`config.mk`:
```
export PLATFORM = sky130hd
export DESIGN_NAME = derandomizer
export DESIGN_NICKNAME = d
export VERILOG_FILES = /design/src/rtl/derand_pkg.sv /design/src/rtl/gold_seq_gen.sv /design/src/rtl/derandomizer.sv
export SDC_FILE = /design/constraint.sdc
export NUM_CORES = 1
export LEC_CHECK = 0
export ABC_AREA = 1
export CORE_MARGIN = 2
export CORE_UTILIZATION = 63
export DETAILED_ROUTE_END_ITERATION = 10
export GPL_ROUTABILITY_DRIVEN = 1
export PLACE_DENSITY = 0.9
export REMOVE_ABC_BUFFERS = 1
export SETUP_SLACK_MARGIN = 0.4
export SYNTH_ARGS = -nofsm -noshare
export SYNTH_HDL_FRONTEND = slang
export SYNTH_SLANG_ARGS = --single-unit
```
`constraint.sdc`:
```
create_clock -name i_clk -period 2.14 [get_ports i_clk]
set_input_delay 0.428 -clock i_clk [delete_from_list [all_inputs] [get_ports i_clk]]
set_output_delay 0.428 -clock i_clk [all_outputs]
set_load 0.01 [all_outputs]
```
`src/rtl/derand_pkg.sv`:
```
// Shared constants, types and helpers for the derandomizer and its Gold sequence generator.
// The early-SOF error output is built in only when DERAND_SYNC_ERR_EN is defined.
package derand_pkg;

  localparam int LFSR_W = 18;
  localparam logic [LFSR_W-1:0] X_INIT = 18'h00001;
  localparam logic [LFSR_W-1:0] Y_INIT = 18'h3FFFF;

  typedef enum logic {ST_IDLE, ST_RUN} state_t;

  typedef enum logic [1:0] {ROT_0, ROT_90, ROT_180, ROT_270} rot_t;

  function automatic logic [LFSR_W-1:0] x_step(input logic [LFSR_W-1:0] x);
    return {x[7] ^ x[0], x[17:1]};
  endfunction

  function automatic logic [LFSR_W-1:0] y_step(input logic [LFSR_W-1:0] y);
    return {y[10] ^ y[7] ^ y[5] ^ y[0], y[17:1]};
  endfunction

  // Rotation code R = 2*zb + za taken from the current LFSR pair.
  function automatic rot_t gold_rot(input logic [LFSR_W-1:0] x, input logic [LFSR_W-1:0] y);
    logic za;
    logic zb;
    za = x[0] ^ y[0];
    zb = x[4] ^ x[6] ^ x[15] ^ y[5] ^ y[6] ^ y[8] ^ y[9] ^ y[10] ^
         y[11] ^ y[12] ^ y[13] ^ y[14] ^ y[15];
    return rot_t'({zb, za});
  endfunction

  // Undo a +R*90 degree rotation of a hard QPSK symbol {i, q}.
  function automatic logic [1:0] derotate(input logic [1:0] sym, input rot_t r);
    logic [1:0] res;
    case (r)
      ROT_0:   res = sym;
      ROT_90:  res = {sym[0], ~sym[1]};
      ROT_180: res = {~sym[1], ~sym[0]};
      default: res = {~sym[0], sym[1]};
    endcase
    return res;
  endfunction

endpackage

```
`src/rtl/gold_seq_gen.sv`:
```
// Gold sequence generator: x/y LFSR pair with load/step controls and the per-symbol rotation code.
module gold_seq_gen
  import derand_pkg::*;
(
  input  logic       i_clk,
  input  logic       i_reset,
  input  logic       i_load,
  input  logic       i_step,
  output logic [1:0] o_rot
);

  logic [LFSR_W-1:0] x_q;
  logic [LFSR_W-1:0] x_d;
  logic [LFSR_W-1:0] y_q;
  logic [LFSR_W-1:0] y_d;

  // A load consumes the init state for the current symbol, so the stored state is already one step on.
  always_comb begin
    x_d = x_q;
    y_d = y_q;
    if (i_load) begin
      x_d = x_step(X_INIT);
      y_d = y_step(Y_INIT);
    end else if (i_step) begin
      x_d = x_step(x_q);
      y_d = y_step(y_q);
    end
  end

  always_ff @(posedge i_clk) begin
    if (i_reset) begin
      x_q <= X_INIT;
      y_q <= Y_INIT;
    end else begin
      x_q <= x_d;
      y_q <= y_d;
    end
  end

  assign o_rot = i_load ? gold_rot(X_INIT, Y_INIT) : gold_rot(x_q, y_q);

endmodule

```
`src/rtl/derandomizer.sv`:
```
// CCSDS Gold-sequence QPSK derandomizer with frame tracking and a single registered output stage.
// Define DERAND_SYNC_ERR_EN to enable the o_sync_err pulse on an early start-of-frame.
module derandomizer
  import derand_pkg::*;
#(
  parameter int FRAME_LEN = 16200
) (
  input  logic       i_clk,
  input  logic       i_reset,
  input  logic       i_valid,
  output logic       o_ready,
  input  logic [1:0] i_data,
  input  logic       i_sof,
  output logic       o_valid,
  input  logic       i_ready,
  output logic [1:0] o_data,
  output logic       o_sof,
  output logic       o_eof,
  output logic       o_sync_err
);

  localparam logic [15:0] LAST_CNT = 16'(FRAME_LEN - 1);

  state_t      state_q;
  state_t      state_d;
  logic [15:0] cnt_q;
  logic [15:0] cnt_d;
  logic        valid_q;
  logic        valid_d;
  logic [1:0]  data_q;
  logic [1:0]  data_d;
  logic        sof_q;
  logic        sof_d;
  logic        eof_q;
  logic        eof_d;
  logic        sync_err_q;
  logic        sync_err_d;

  logic       accept;
  logic       load;
  logic       step;
  logic [1:0] rot;

  assign o_ready = ~valid_q | i_ready;
  assign accept  = i_valid & o_ready;
  assign load    = accept & i_sof;
  assign step    = accept & ~i_sof & (state_q == ST_RUN);

  gold_seq_gen u_gold (
    .i_clk  (i_clk),
    .i_reset(i_reset),
    .i_load (load),
    .i_step (step),
    .o_rot  (rot)
  );

  // The output register holds while stalled; it only changes on a new accept or a downstream take.
  always_comb begin
    state_d    = state_q;
    cnt_d      = cnt_q;
    valid_d    = valid_q & ~i_ready;
    data_d     = data_q;
    sof_d      = sof_q;
    eof_d      = eof_q;
    sync_err_d = 1'b0;
    if (load) begin
      state_d = ST_RUN;
      cnt_d   = 16'd1;
      valid_d = 1'b1;
      data_d  = derotate(i_data, rot_t'(rot));
      sof_d   = 1'b1;
      eof_d   = 1'b0;
`ifdef DERAND_SYNC_ERR_EN
      sync_err_d = (state_q == ST_RUN);
`else
      sync_err_d = 1'b0;
`endif
    end else if (step) begin
      valid_d = 1'b1;
      data_d  = derotate(i_data, rot_t'(rot));
      sof_d   = 1'b0;
      if (cnt_q == LAST_CNT) begin
        state_d = ST_IDLE;
        cnt_d   = 16'd0;
        eof_d   = 1'b1;
      end else begin
        cnt_d = cnt_q + 16'd1;
        eof_d = 1'b0;
      end
    end
  end

  always_ff @(posedge i_clk) begin
    if (i_reset) begin
      state_q    <= ST_IDLE;
      cnt_q      <= 16'd0;
      valid_q    <= 1'b0;
      data_q     <= 2'b00;
      sof_q      <= 1'b0;
      eof_q      <= 1'b0;
      sync_err_q <= 1'b0;
    end else begin
      state_q    <= state_d;
      cnt_q      <= cnt_d;
      valid_q    <= valid_d;
      data_q     <= data_d;
      sof_q      <= sof_d;
      eof_q      <= eof_d;
      sync_err_q <= sync_err_d;
    end
  end

  assign o_valid    = valid_q;
  assign o_data     = data_q;
  assign o_sof      = sof_q;
  assign o_eof      = eof_q;
  assign o_sync_err = sync_err_q;

endmodule

```
# Word level (Yosys, flattened, before mapping)
# Index checks and enable logic that the tools add are counted.
[word_totals]
ff_bits = 58
input_bits = 7
word_cells = 67
[classes]
add_sub_neg = 1
eq_ne = 3
mux = 19
n_bitwise = 28
reduce_logical = 5
[ops]
columns = ["op", "n"]
rows = [
  ["$mux 18", 4],
  ["$xor 1x1->1", 17],
  ["$add 16x1->16 const B", 1],
  ["$eq 16x14->1 const B", 1],
  ["$mux 16", 1],
  ["$mux 1", 10],
  ["$mux 2", 3],
  ["$pmux 2 s3", 1],
  ["$and 1x1->1", 5],
  ["$not 1->1", 5],
  ["$reduce_bool 2->1", 2],
  ["$eq 2x1->1 const B", 1],
  ["$eq 2x2->1 const B", 1],
  ["$logic_not 2->1", 1],
  ["$reduce_and 2->1", 1],
  ["$reduce_or 2->1", 1],
  ["$or 1x1->1", 1],
]

# Depth between registers and ports, before layout
[logic_depth]
word_depth = 17
mapped_depth = 15
ltp_nobuf = 15

# Cells and area by module
# From an unflattened synthesis, not the netlist that was laid out.
[hier_totals]
hier_cells = 364
hier_area_um2 = 2706.3
[by_module_without_submodules]
columns = ["module", "instances", "cells_each", "area_per_inst_um2", "seq_area_each_um2"]
rows = [
  ["gold_seq_gen", 1, 196, 1486.4, 720.7],
  ["derandomizer", 1, 168, 1219.9, 440.4],
]

# Least setup slack after synthesis
# OpenSTA, ideal clock, no wires.
[synth_path]
path_type = "input-to-reg"
start = "input port i_valid"
end = "register cnt_q[7]"
setup_time_ns = 0.114
arrival_ns = 1.373
t_required_ns = 2.026
setup_slack_ns = 0.653
path_stages = 9
cell_sequence = "a21boi_4 -> nand3_4 -> buf_6 -> nor3b_4 -> nand2_2 -> nor2_4 -> nand2_1 -> nand2_1 -> a21oi_2"
[synth_between]
elab_chain_len = 3
[synth_rtl]
columns = ["item", "line", "text"]
rows = [
  ["start, declared", "derandomizer.sv:10", "input logic i_valid,"],
  ["$and 1x1->1 *", "derandomizer.sv:45", "assign accept = i_valid & o_ready;"],
  ["$and 1x1->1 (on tied branches)", "derandomizer.sv:47, derandomizer.sv:46", ""],
  ["$and 1x1->1 or $reduce_or 2->1 (tied branches)", "-", ""],
  ["end signal, assigned", "derandomizer.sv:104", "cnt_q <= cnt_d;"],
  ["end, declared", "derandomizer.sv:26", "logic [15:0] cnt_q;"],
]
# Mark *: on every way between the ends. The rest lies on a longest branch, timed or not.
# A chain may end at the register's enable or synchronous reset.

# Worst setup path in the final report
[layout_path]
start = "register valid_q, in the netlist o_valid"
end = "output port o_valid"
[layout_lines]
columns = ["item", "line", "text"]
rows = [
  ["start, declared", "derandomizer.sv:28", "logic valid_q;"],
  ["start signal, assigned", "derandomizer.sv:105", "valid_q <= valid_d;"],
  ["end, declared", "derandomizer.sv:14", "output logic o_valid,"],
]
# No word-level cell between the ends.

==> results.sh <==
export IMPL_cp_slowest_cell="clkdlybuf4s50_1"
export IMPL_num_antenna_cells=0
export IMPL_final_cells=456
export IMPL_dpl_cell_area_um2=2885
export IMPL_status="finished, final reports clean"
export IMPL_path_clk_slew_ps=60
export IMPL_cp_max_fo=3
export IMPL_start_util=0.6664
export IMPL_die_area_um2=4832
export IMPL_fin_skew_ps=9.504
export IMPL_critical_path_class="flop to output port"
export IMPL_dp_slack_ps=-28.77
export IMPL_timing_final_crit_share=0.7800
export IMPL_max_freq_mhz=599.1
export IMPL_cp_required_ps=1710
export IMPL_worst_path_buf_inv=1
export IMPL_cts_tree="yes"
export IMPL_area_growth_pct=16.38
export IMPL_hold_buffers=0
export IMPL_route_vias_total=2482
export IMPL_hp_class="input pin to flop"
export IMPL_grt_pass1_vias=2328
export IMPL_place_gp_congestion=0.8762
export IMPL_post_route_util=0.7755
export IMPL_grt_busiest_layer="met2"
export IMPL_postSynthCellCount=375
export IMPL_nets=409
export IMPL_clock_latency_ps=350
export IMPL_drt_iter0_markers=230
export IMPL_dp_cells=433
export IMPL_crit_chain="clkdlybuf4s50_1"
export IMPL_synth_seq_cells=58
export IMPL_ys_async_sr_fraction=0
export IMPL_vdd_ir_drop_worst_v=0.0005000
export IMPL_wl_um=6133
export IMPL_grt_met1_usage=0.3208
export IMPL_final_antenna_net_count=0
export IMPL_fin_setup_tns_ps=0
export IMPL_finalCriticalPeriod_ps=1669
export IMPL_drive_gt1_frac=0.1502
export IMPL_netlist_area_um2=2704
export IMPL_grt_util_met2=0.3974
export IMPL_finalHoldViolCount=0
export IMPL_yosysSeqAreaShare=0.4294
export IMPL_routedWlPerCell_um=13.45
export IMPL_cts_root_buf="clkbuf_8"
export IMPL_clock_tree_htree_level_count=3
export IMPL_route_detailed_drc=0
export IMPL_via_per_inst=5.443
export IMPL_clockBufferDepth=2
export IMPL_grt_start_max_net_pins=38
export IMPL_reg2reg_slack_ps=540
export IMPL_die_h_um=69.51
export IMPL_critical_path_startpoint_type="flop"
export IMPL_finalSetupViolations=0
export IMPL_rows=23
export IMPL_rsz0062_at_grt="no"
export IMPL_syn_area_per_cell_um2=7.210
export IMPL_io_pins=14
export IMPL_synth_edff_count=0
export IMPL_critPathMaxStageDelay_ps=540
export IMPL_ys_warnings_count=0
export IMPL_synth_cell_types=39
export IMPL_dieWidth_um=69.51
export IMPL_grt_pass1_wl_um=9811
export IMPL_use_met3=0.09012
export IMPL_cts_buffers_inserted=9
export IMPL_critPathTopFamily="buffers and inverters"
export IMPL_grtUsageTotal=0.2539
export IMPL_port_buffer_count=12
export IMPL_p_leak_nw=1.469
export IMPL_maxCapViolations=0
export IMPL_coreArea_um2=4058
export IMPL_antenna_found_initial=0
export IMPL_maxSlewViolCount=0
export IMPL_worst_ep_arrival_time_ps=1240
export IMPL_ys_flop_type="dfxtp_1"
export IMPL_cts_num_sinks=58
export IMPL_hpwl_um=3724
export IMPL_overflow=0
export IMPL_endpoint_kind="output port"
export IMPL_power_density_nw_per_um2=697.8
export IMPL_firstDrtPassIters=5
export IMPL_final_design_area_no_fill_um2=3147
export IMPL_postLayoutSetupSlackWorst_ps=470.8
-- path summary, 6_finish.rpt --
path / startpoint / to / depth (start not counted)
max: o_valid / o_valid / 1
max reg2reg: cnt_q[8] / cnt_q[13] / 9
min: i_ready / o_valid / 4
min reg2reg: u_gold.y_q[1] / u_gold.y_q[0] / 2
-- metrics by stage --
| step | power (mW) | hold slack [ps] |
|---|---|---|
| after floorplan | 1.269 | 429.2 |
| after global placement | 1.333 | 435.1 |
| after detailed placement | 1.340 | 447.1 |
| after CTS | 2.196 | 460.6 |
| after global routing | 2.275 | 481.9 |
| final | 2.196 | 446.2 |
-- state kept, by name (all words and copies together) (netlist names) --
name / cells
u_gold.y_q: 18
o_data: 2
o_eof: 1
u_gold.x_q: 18
o_valid: 1
cnt_q: 16
o_sof: 1
state_q: 1
-- area by class of cell --
class	count	area, um^2
clock buffers	13	148.9
fillers	268	910.9
repair buffers	27	240.2
well taps	50	62.56
clock inverters	3	15.01
multi-input cells	258	1340
inverters	47	176.4
flip-flops and latches	58	1164
-- metal layers --
metal | part of all wire | up-vias
met1 | 0.47 | 1136
met3 | 0.059 | 11
met5 | 0 | -
met4 | 0.018 | 0
met2 | 0.45 | 83
li1 | - | 1252
-- cell usage in the layout (no fill, tap or decap), drive strengths merged --
| cell | count |
|---|---|
| nand2 | 113 |
| dfxtp | 58 |
| inv | 47 |
| a21oi | 38 |
| nor2 | 29 |
| o21ai | 20 |
| nand3 | 20 |
| buf | 15 |
| clkbuf | 13 |
| clkdlybuf4s50 | 9 |
| nor3 | 7 |
| nand4 | 6 |
| xnor2 | 5 |
| xor2 | 4 |
| o211ai | 3 |
| clkinv | 3 |
| dlymetal6s2s | 2 |
| nor3b | 2 |
| a21boi | 1 |
| a221o | 1 |
| nor4 | 1 |
| a311oi | 1 |
| nand3b | 1 |
| a22oi | 1 |
| or2 | 1 |
| o21a | 1 |
| mux2i | 1 |
| ha | 1 |
| conb | 1 |
| dlygate4sd2 | 1 |
-- synthesized netlist by cell type, types with 2 or more instances --
| cell | n | share of area |
|---|---|---|
| xnor2_1 | 5 | 0.016 |
| clkbuf_1 | 5 | 0.0069 |
| nor3_1 | 7 | 0.013 |
| nor2_4 | 2 | 0.0083 |
| nand2_2 | 6 | 0.014 |
| o21ai_0 | 19 | 0.035 |
| nand3_1 | 18 | 0.033 |
| nand2_1 | 107 | 0.15 |
| o211ai_1 | 3 | 0.0083 |
| a21oi_1 | 36 | 0.067 |
| nor2_2 | 2 | 0.0046 |
| inv_2 | 4 | 0.0056 |
| nand4_1 | 6 | 0.014 |
| xor2_1 | 4 | 0.013 |
| nor2_1 | 24 | 0.033 |
| inv_1 | 43 | 0.060 |
| buf_2 | 4 | 0.0074 |
| a21oi_2 | 2 | 0.0065 |
| dfxtp_1 | 58 | 0.43 |
-- kinds of logic (layout without fill, tap and decap cells) --
logic type / count (synthesis) / in the layout / synth area share
fa+ha+maj: 1 / 1 / 0.004627
other cells: 1 / 1 / 0.001387
compound gates: 66 / 66 / 0.1393
mux: 1 / 1 / 0.003702
flops: 58 / 58 / 0.4294
buf+inv: 59 / 90 / 0.08792
simple gates: 180 / 180 / 0.3045
xor+xnor: 9 / 9 / 0.02915
-- worst reg2reg max path, cell delays in order (launching register included) --
cell	delay, ps
dfxtp_1	410
nand2_1	100
inv_1	120
nand2_1	70
nor2_1	180
nand4_1	190
nand2_2	170
inv_2	100
o21ai_0	90
nor2_1	70
-- report_power, final --
group	total (mW)	leakage [nW]	switching (mW)	internal (mW)
logic	0.206	0.910	0.120	0.0857
clock network	0.865	0.0872	0.418	0.446
registers	1.13	0.471	0.0205	1.10
total	2.20	1.47	0.559	1.64
-- repair_timing --
| action | in CTS | in global routing |
|---|---|---|
| pin swaps | 4 | 10 |
| gates resized for setup | 5 | 12 |
| buffers inserted | 4 | 3 |
| setup endpoints to repair | 19 | 42 |
Note: power is estimated with default switching activity, not from simulation.
==> RTL edit 1, RTL diff (config.mk and constraints unchanged) <==
The parameter `FRAME_LEN` goes from 16200 to 12150.
--- a/src/rtl/derandomizer.sv
+++ b/src/rtl/derandomizer.sv
@@ -5,3 +5,3 @@
 #(
-  parameter int FRAME_LEN = 16200
+  parameter int FRAME_LEN = 12150
 ) (
Check against the original RTL: same outputs for any inputs over 10 cycles, from zero or initial values and one cycle with i_reset high; that may be too few to reach the edited logic, so the function may still have changed.
==> RTL edit 1 against the unedited design <==
Total power is 4.8% higher; worst setup slack worse by 0.021 ns; area after synthesis is 0.46% higher; worst hold slack better by 0.013 ns; sequential cell count stayed put; routed wire length hardly changed; design area is 1.6% higher; fmax is 1.2% lower; count of clock-buffer cells in the layout is 1 lower; critical endpoint is now o_data[0]; largest power group unchanged.
==> RTL edit 1: results (changes against the unedited design) <==
outcome finished, final reports clean; sequential fraction of the synthesis area 0.4275 (-0.001978); Reg2Reg Launch Point cnt_q[5]; CP Launch Point i_sof; capture point of the critical path o_data[0]; largest net degree at the start of global routing 36 (-5.3%); Nets 423 (+3.4%); vias in the first global route 2384 (+2.4%); drt first-iter violations 179 (-22%); P_int 1.751 mW (+7.0%); RR Endpoint cnt_q[11]; met2 wire len 3.124 mm (+13%); Hold Crit Endpoint u_gold.x_q[13]; final wirelength 6.127 mm (about the same); largest cells by area after synthesis dfxtp_1 (43%), nand2_1 (16%), a21oi_1 (6.6%); 1st-pass router iterations 4 (-1); Netlist cell types 34 (-13%); grt met2 use 0.4583 (+0.06090); Hold WC Path Type reg -> reg; Period minus WS final 1.690 ns (+0.02110 ns); power share of the combinational group 0.090 (-0.004); Post-CTS Setup Inserts 6 (+2); area post-placement 2935 sq um (+1.7%); met1 WL 2.616 mm (-9.5%); hold_ws 0.4594 ns (+0.01318 ns); DR vias/cell 5.370 (-1.3%); HP Start u_gold.x_q[14]
-- RTL edit 1: cell type report --
class / count / area (sq um) / area share
Timing Repair Buffer: 29 / 256.5 / 0.08020
Clock inverter: 3 / 40.04 / 0.01252
Sequential cell: 58 / 1165 / 0.3642
Clock buffer: 12 / 145.1 / 0.04538
Multi-Input combinational cell: 269 / 1353 / 0.4229
Inverter: 47 / 176.4 / 0.05516
Tap cell: 50 / 62.56 / 0.01956
-- RTL edit 1: worst max-delay path: stages --
cell and delay, ns:
clkdlybuf4s50_1 0.56, nor2_4 0.09, buf_4 0.14, nor2_1 0.29
inv_1 0.15, nor2_1 0.11, nor2_1 0.05, nand2_1 0.06
inv_1 0.03
-- RTL edit 1: cells by family after synthesis --
kind of cell,after synthesis,share of synthesized area
compound gates,64,0.1322
buf+inv,59,0.08659
fa+ha+maj,2,0.009211
flops,58,0.4275
xor+xnor,9,0.02902
simple gates,193,0.3141
other cells,1,0.001381
==> RTL edit 2, RTL diff (config.mk and constraints unchanged) <==
Made on the original files. Reset style: asynchronous (`i_reset`), changed in 2 clocked blocks.
--- a/src/rtl/gold_seq_gen.sv
+++ b/src/rtl/gold_seq_gen.sv
@@ -29,3 +29,3 @@
 
-  always_ff @(posedge i_clk) begin
+  always_ff @(posedge i_clk or posedge i_reset) begin
     if (i_reset) begin
--- a/src/rtl/derandomizer.sv
+++ b/src/rtl/derandomizer.sv
@@ -92,3 +92,3 @@
 
-  always_ff @(posedge i_clk) begin
+  always_ff @(posedge i_clk or posedge i_reset) begin
     if (i_reset) begin
Check against the original RTL: differs if i_reset is asserted again (counterexample within 4 cycles, from zero or initial values and one cycle with i_reset high); with i_reset held inactive, the same outputs for 10 cycles.
==> RTL edit 2 against the unedited design <==
Global-route usage up 0.35 points; area after synthesis up 6.8%; routed wire length up 24%; register-to-register slack worse by 0.21 ns; fmax down 7.7%; first-iteration DRC count up 120%; design area up 10%; critical path depth up 10; sequential cell count unchanged; worst setup slack worse by 0.14 ns; synthesized cell count down 9.3%; worst hold slack better by 0.028 ns; critical endpoint is now cnt_q[14].
Power is not compared: it rests on default switching activity, and its combinational part moved more than twofold at a synthesized area within 25%.
==> RTL edit 2: results (changes against the unedited design) <==
root buffer cell clkbuf_8; commonest cells in the netlist nand2_1 (72), inv_1 (52), dfrtp_1 (39), dfstp_2 (19); 1st-pass router iterations 9 (+4); Post-DP HPWL 3.943 mm (+5.9%); Reg2Reg Launch Point cnt_q[0]; Period minus WS final 1.809 ns (+0.1401 ns); drt wl/cell 17.63 um (+31%); Worst-path clk slew 0.07 ns; IO Port Bufs 12 (unchanged); Crit path arrival time 2.04 ns (+0.80 ns); M1 GR Usage 0.3481 (+0.02730); FF-to-FF setup slack 0.33 ns (-0.21 ns); Post-synth ARST share 1.000 (+1.000); final wirelength 7.617 mm (+24%); GPL Wtd Cong 0.9257 (+5.6%); vias in the first global route 2324 (-0.17%); M3 GR Usage 0.05485 (-0.03526); Max FO, Critical Path 4 (+1); Nets 383 (-6.4%); layout cells sized above 1 0.2553 (+0.1050); yosys warns 0 (unchanged); Tot GR Track Use 0.2574 (+0.003465); grt met2 use 0.3981 (+0.0007123); capture point of the critical path cnt_q[14]; drt first-iter violations 498 (+120%); Lkg Pwr 1.623 nW; Place WS -0.007175 ns (+0.02160 ns); Netlist cell types 39 (unchanged); reg2reg path depth 11 (+2); clock latency at the later pin of the worst-skew pair 0.33 ns (-0.02 ns); largest net degree at the start of global routing 59 (+55%); H-tree levels 3 (unchanged); outcome finished, final reports clean; Hold WC Path Type in -> async; Mean Syn Cell Area 8.493 sq um (+18%); initial antenna violation count 0 (unchanged); first-pass GRT wire length 10.25 mm (+4.4%); largest cells by area after synthesis dfrtp_1 (34%), dfstp_2 (17%), nand2_1 (9.4%); sequential fraction of the synthesis area 0.5108 (+0.08140); Ant. Diodes 0 (unchanged); DR vias/cell 6.197 (+14%); placed insts 399 (-7.9%); maximum vdd drop 0.6055 mV; Worst Skew 0.008061 ns (-0.001442 ns)
## RTL edit 2: logic make-up (layout without fill, tap and decap cells)
family | after synthesis | count (layout) | synth area share
buffers and inverters | 71 | 111 | 0.1001
xor gates and xnor gates | 7 | 7 | 0.02123
DFF | 58 | 58 | 0.5108
adders and majority gates | 1 | 1 | 0.004332
AOI/OAI and AO/OA | 67 | 67 | 0.1369
other | 1 | 1 | 0.001299
and+or+nand+nor | 135 | 135 | 0.2253
## RTL edit 2: final cells by class
type | count | area [sq um]
flip-flops and latches | 58 | 1476
multi-input cells | 211 | 1191
fillers | 235 | 915.9
repair buffers | 35 | 329.1
inverters | 60 | 242.7
clock buffers | 13 | 148.9
well taps | 52 | 65.06
clock inverters | 3 | 15.01
## RTL edit 2: where the power goes
group | total (mW) | internal [mW] | switching, mW
registers | 1.52 | 1.36 | 0.157
clock network | 0.866 | 0.447 | 0.419
logic | 1.13 | 0.441 | 0.691
## RTL edit 2: per-layer routing
metal,vias up,routed length (um)
met5,-,0
met4,0,363
met3,57,729
met2,201,3555
met1,1238,2968
li1,1181,-
## RTL edit 2: what timing repair did
action	CTS	global route
setup endpoints to repair	3	34
buffers inserted	3	14
resized for setup	2	33
pin swaps	1	11
## RTL edit 2: how the worst min path moves through the flow
| stage | from | cells past startpoint | end |
|---|---|---|---|
| 2_1_floorplan | u_gold.y_q[16] | 2 | u_gold.y_q[16] |
| 3_3_place_gp | o_sof | 2 | o_sof |
| 3_5_place_dp | o_sof | 2 | o_sof |
| 4_1_cts | i_reset | 3 | u_gold.x_q[10] |
| 5_1_grt | i_reset | 3 | u_gold.x_q[9] |
| 6_report | i_reset | 3 | cnt_q[4] |
## RTL edit 2: critical path, stage by stage (launching register included)
cell and delay (ns):
dfrtp_1 0.39, ha_2 0.19, nand2_1 0.08, inv_2 0.09
nand2_2 0.07, nor2_2 0.14, nand3_2 0.13, nor2_4 0.16
nand2_1 0.10, o21ai_1 0.15, nand3_1 0.10, o21ai_0 0.10
## RTL edit 2: metrics by stage
step | instance area [sq um] | hold WS (ns)
floorplan | 2826 | 0.4628
global placement | 3069 | 0.4658
detailed placement | 3069 | 0.4688
CTS | 3257 | 0.4782
global route | 3468 | 0.5066
finish | 3468 | 0.4738
